--- config.mk ---
export PLATFORM = sky130hd
export DESIGN_NAME = conversor_bcd_seq
export DESIGN_NICKNAME = d
export VERILOG_FILES = /design/src/rtl/conversor_bcd_seq.sv
export SDC_FILE = /design/constraint.sdc
export NUM_CORES = 1
export LEC_CHECK = 0
export ABC_AREA = 1
export CAP_MARGIN = 25
export CELL_PAD_IN_SITES_DETAIL_PLACEMENT = 1
export CELL_PAD_IN_SITES_GLOBAL_PLACEMENT = 1
export CORE_MARGIN = 2
export CORE_UTILIZATION = 43
export DETAILED_ROUTE_END_ITERATION = 10
export HOLD_SLACK_MARGIN = 0.05
export PLACE_DENSITY_LB_ADDON = 0.1
export SLEW_MARGIN = 5
export SYNTH_ARGS = -nofsm -noshare
export SYNTH_HDL_FRONTEND = slang
export SYNTH_SLANG_ARGS = --single-unit
--- constraint.sdc ---
create_clock -name clk -period 4.6 [get_ports clk]
set_input_delay 0.46 -clock clk [delete_from_list [all_inputs] [get_ports clk]]
set_output_delay 0.46 -clock clk [all_outputs]
set_load 0.02 [all_outputs]
--- src/rtl/conversor_bcd_seq.sv ---
// Sequential binary (unsigned or two's complement) to BCD converter, one double-dabble step per cycle.
// Latency WIDTH+1 cycles from the start edge to done; start is ignored while busy.
module conversor_bcd_seq #(
  parameter int WIDTH  = 32,
  parameter int DIGITS = 10
) (
  input  logic                  clk,
  input  logic                  rst_n,
  input  logic                  start,
  input  logic [WIDTH-1:0]      value,
  input  logic                  signed_in,
  output logic                  busy,
  output logic                  done,
  output logic [4*DIGITS-1:0]   bcd,
  output logic                  neg,
  output logic                  overflow
);

  localparam int BW = 4 * DIGITS;
  localparam int CW = (WIDTH > 1) ? $clog2(WIDTH) : 1;

  typedef enum logic [1:0] {
    IDLE  = 2'd0,
    SHIFT = 2'd1,
    DONE  = 2'd2
  } state_t;

  state_t          state, state_nxt;
  logic [CW-1:0]   cnt;
  logic [WIDTH-1:0] mag;
  logic [BW-1:0]   work;
  logic [BW-1:0]   adj;
  logic [BW-1:0]   work_nxt;
  logic            neg_int;
  logic            ovf_int;
  logic            ovf_nxt;
  logic            accept;
  logic            last;

  assign accept = start && (state == IDLE || state == DONE);
  assign last   = (cnt == CW'(WIDTH - 1));
  assign busy   = (state == SHIFT);
  assign done   = (state == DONE);

  // Add-3 correction, then shift; a bit leaving the top digit is a carry past 10^DIGITS.
  always_comb begin
    adj = work;
    for (int i = 0; i < DIGITS; i++) begin
      if (work[4*i +: 4] > 4'd4) begin
        adj[4*i +: 4] = work[4*i +: 4] + 4'd3;
      end
    end
    work_nxt = {adj[BW-2:0], mag[WIDTH-1]};
    ovf_nxt  = ovf_int | adj[BW-1];
  end

  always_ff @(posedge clk or negedge rst_n) begin
    if (!rst_n) begin
      state <= IDLE;
    end else begin
      state <= state_nxt;
    end
  end

  always_comb begin
    state_nxt = state;
    case (state)
      IDLE:    if (start) state_nxt = SHIFT;
      SHIFT:   if (last) state_nxt = DONE;
      DONE:    state_nxt = start ? SHIFT : IDLE;
      default: state_nxt = IDLE;
    endcase
  end

  always_ff @(posedge clk or negedge rst_n) begin
    if (!rst_n) begin
      cnt      <= '0;
      mag      <= '0;
      work     <= '0;
      neg_int  <= 1'b0;
      ovf_int  <= 1'b0;
      bcd      <= '0;
      neg      <= 1'b0;
      overflow <= 1'b0;
    end else if (accept) begin
      // A negative operand has its MSB set, so its magnitude is never zero.
      neg_int <= signed_in & value[WIDTH-1];
      mag     <= (signed_in & value[WIDTH-1]) ? -value : value;
      work    <= '0;
      ovf_int <= 1'b0;
      cnt     <= '0;
    end else if (state == SHIFT) begin
      work    <= work_nxt;
      mag     <= {mag[WIDTH-2:0], 1'b0};
      ovf_int <= ovf_nxt;
      cnt     <= cnt + CW'(1);
      if (last) begin
        bcd      <= work_nxt;
        neg      <= neg_int;
        overflow <= ovf_nxt;
      end
    end
  end

endmodule
==> impl_metrics.env <==
export IMPL_setup_worst_path_start="state[1]$_DFFE_PN0P_"
export IMPL_min_period_ps=2494
export IMPL_viasPerCell=5.163
export IMPL_synth_nets=880
export IMPL_finalCritPeriodShare_pct=54.21
export IMPL_drive_gt1_share_pct=13.27
export IMPL_crit_path_end_kind="register"
export IMPL_synth_cells=825
export IMPL_final_cell_mix="nand2_1 (202), dfrtp_1 (123), inv_1 (95)"
export IMPL_min_path_type="input port to asynchronous set/reset pin"
export IMPL_worstMarginPinSlew_ps=787.4
export IMPL_crit_arrival_ps=2790
export IMPL_status="finished clean"
export IMPL_drv_slew=0
export IMPL_finalHoldViolCount=0
export IMPL_die_h_um=130.3
export IMPL_die_w_um=130.3
export IMPL_p_leak_nw=3.932
export IMPL_r2r_end="mag[13]$_DFFE_PN0P_"
export IMPL_cts_resized=0
export IMPL_grt_pass1_vias=6225
export IMPL_path_clk_slew_ps=60
export IMPL_dr_pass1_iters=4
export IMPL_antenna_found_initial=0
export IMPL_ys_seq_area_share_pct=44.90
export IMPL_synth_top_cell_area_share_pct=44.90
export IMPL_syn_avg_cell_area_um2=8.309
export IMPL_r2r_cells=6
export IMPL_dr_first_iter_drc_count=219
export IMPL_worstSetupPathType="register to register"
export IMPL_htree_levels=4
export IMPL_place_congestion=0.8554
export IMPL_clock_latency_ps=410
export IMPL_cts_tree="built"
export IMPL_rsz0062_at_grt="no"
export IMPL_clock_root_buffer="clkbuf_16"
export IMPL_ff2ff_setup_slack_ps=2110
export IMPL_crit_fanout=31
export IMPL_required_ps=4900
export IMPL_ir_worst_vdd_v=0.0003141
export IMPL_cap_violations=0
export IMPL_r2r_start="state[1]$_DFFE_PN0P_"
export IMPL_synth_area_top_cells="dfrtp_1 (45%), nand2_1 (11%), inv_1 (5.2%)"
export IMPL_gr_total_overflow=0
export IMPL_wl_per_cell_um=15.96
export IMPL_maxSlewHeadroom_pct=47.50
export IMPL_finClkSkew_ps=12.16
export IMPL_cts_buffer_depth=2
export IMPL_ys_seq_elements=123
export IMPL_fmax_mhz=401.0
export IMPL_numClockSinks=123
export IMPL_final_common_cell="nand2_1"
export IMPL_total_power_mw=5.931
export IMPL_start_util_pct=43.63
export IMPL_grt_max_degree=60
export IMPL_cp_start_kind="register"
export IMPL_grt_pass1_wl_um=29630
export IMPL_io_buffers=79
export IMPL_setup_viol=0
export IMPL_fin_cells=1128
export IMPL_ys_warn_count=0
export IMPL_dp_hpwl_um=12600
export IMPL_finalNetCount=954
export IMPL_cts_made_buffers=17
export IMPL_routed_wl_um=18010
export IMPL_gr_usage_all_layers_pct=22.13
export IMPL_route_detailed_drc=0
export IMPL_cts_hold_buf=0
export IMPL_dp_cells=1095
export IMPL_coreArea_um2=15710
export IMPL_diodes=0
export IMPL_antenna_left=0
export IMPL_synth_area_um2=6855
export IMPL_vias=5824
export IMPL_postCtsSetupBuffers=0
export IMPL_p_per_area_nw_per_um2=707.5
export IMPL_fin_setup_tns_ps=0
export IMPL_synth_top_cell_by_area="dfrtp_1"
export IMPL_die_area_um2=16970
export IMPL_area_delta_synth_final_pct=22.29
export IMPL_rows=46
export IMPL_ios=80
export IMPL_synth_cell_types=38
worst max-delay path by stage:
stage | slack (ps) | depth (start not counted) | to
3_5_place_dp | 1800 | 6 | mag[13]$_DFFE_PN0P_
5_1_grt | 1920 | 6 | mag[13]$_DFFE_PN0P_
3_3_place_gp | 1910 | 6 | mag[23]$_DFFE_PN0P_
4_1_cts | 1950 | 9 | bcd[31]$_DFFE_PN0P_
6_report | 2110 | 6 | mag[13]$_DFFE_PN0P_
2_1_floorplan | 3110 | 7 | bcd[1]$_DFFE_PN0P_
metrics by stage:
step | setup WS (ps) | util (%) | hold WS [ps] | instance area (um2)
after global routing | 1925 | 53.35 | 98.12 | 8383
after floorplan | 3106 | - | 164.4 | 6855
after detailed placement | 1799 | 49.28 | 462.6 | 7744
final | 2106 | 53.35 | 76.42 | 8383
after CTS | 1950 | 53.23 | 92.36 | 8363
after global placement | 1913 | 49.28 | 459.2 | 7744
power by group:
group	leakage, nW	switching, mW	internal, mW
Combinational	2.15	1.72	1.03
Sequential	1.48	0.239	1.56
Clock	0.296	0.500	0.884
Total	3.93	2.46	3.47
synth_stat cells (all sizes together):
library cell / instances
o211ai: 6
o21bai: 7
o21ai: 88
nor2: 68
o221ai: 4
nand2: 218
inv: 105
nand3: 53
o22ai: 42
buf: 28
nand3b: 3
xor2: 17
and2: 1
or2: 1
a22o: 2
nor3: 12
a21oi: 21
ha: 19
nand4: 5
clkbuf: 2
dfrtp: 123
sequential cells by signal (all words and copies together) (netlist names):
| signal | cells |
|---|---|
| state | 2 |
| work | 40 |
| cnt | 5 |
| mag | 32 |
| neg_int | 1 |
| overflow | 1 |
| bcd | 40 |
| ovf_int | 1 |
| neg | 1 |
cells by family (layout without fill, tap and decap cells):
family / after synthesis / count (layout) / synth area share, %
and+or+nand+nor: 361 / 361 / 23.54
AOI/OAI and AO/OA: 170 / 170 / 17.14
buffers and inverters: 135 / 222 / 8.779
DFF: 123 / 123 / 44.90
adders and majority gates: 19 / 19 / 3.468
xor gates and xnor gates: 17 / 17 / 2.172
routing by layer:
layer	GRT usage (%)	wire length, um
met5	0	0
met4	6.452	263
met3	3.649	507
met2	40.87	9262
met1	26.44	7972
cell type report:
class	instances	area [um2]
clock buffers	19	452.9
inverters	105	394.1
repair buffers	85	845.8
clock inverters	13	166.4
flip-flops and latches	123	3078
well taps	216	270.3
multi-input cells	567	3176
fillers	1882	7330
critical path, cell delays in order, from the launching register on:
cell and delay [ps]:
dfrtp_1 460, nor2_8 410, inv_2 80, nand2_2 560, buf_4 520, o22ai_1 150, o21bai_1 190
No activity file was read; power rests on OpenSTA's default activity.
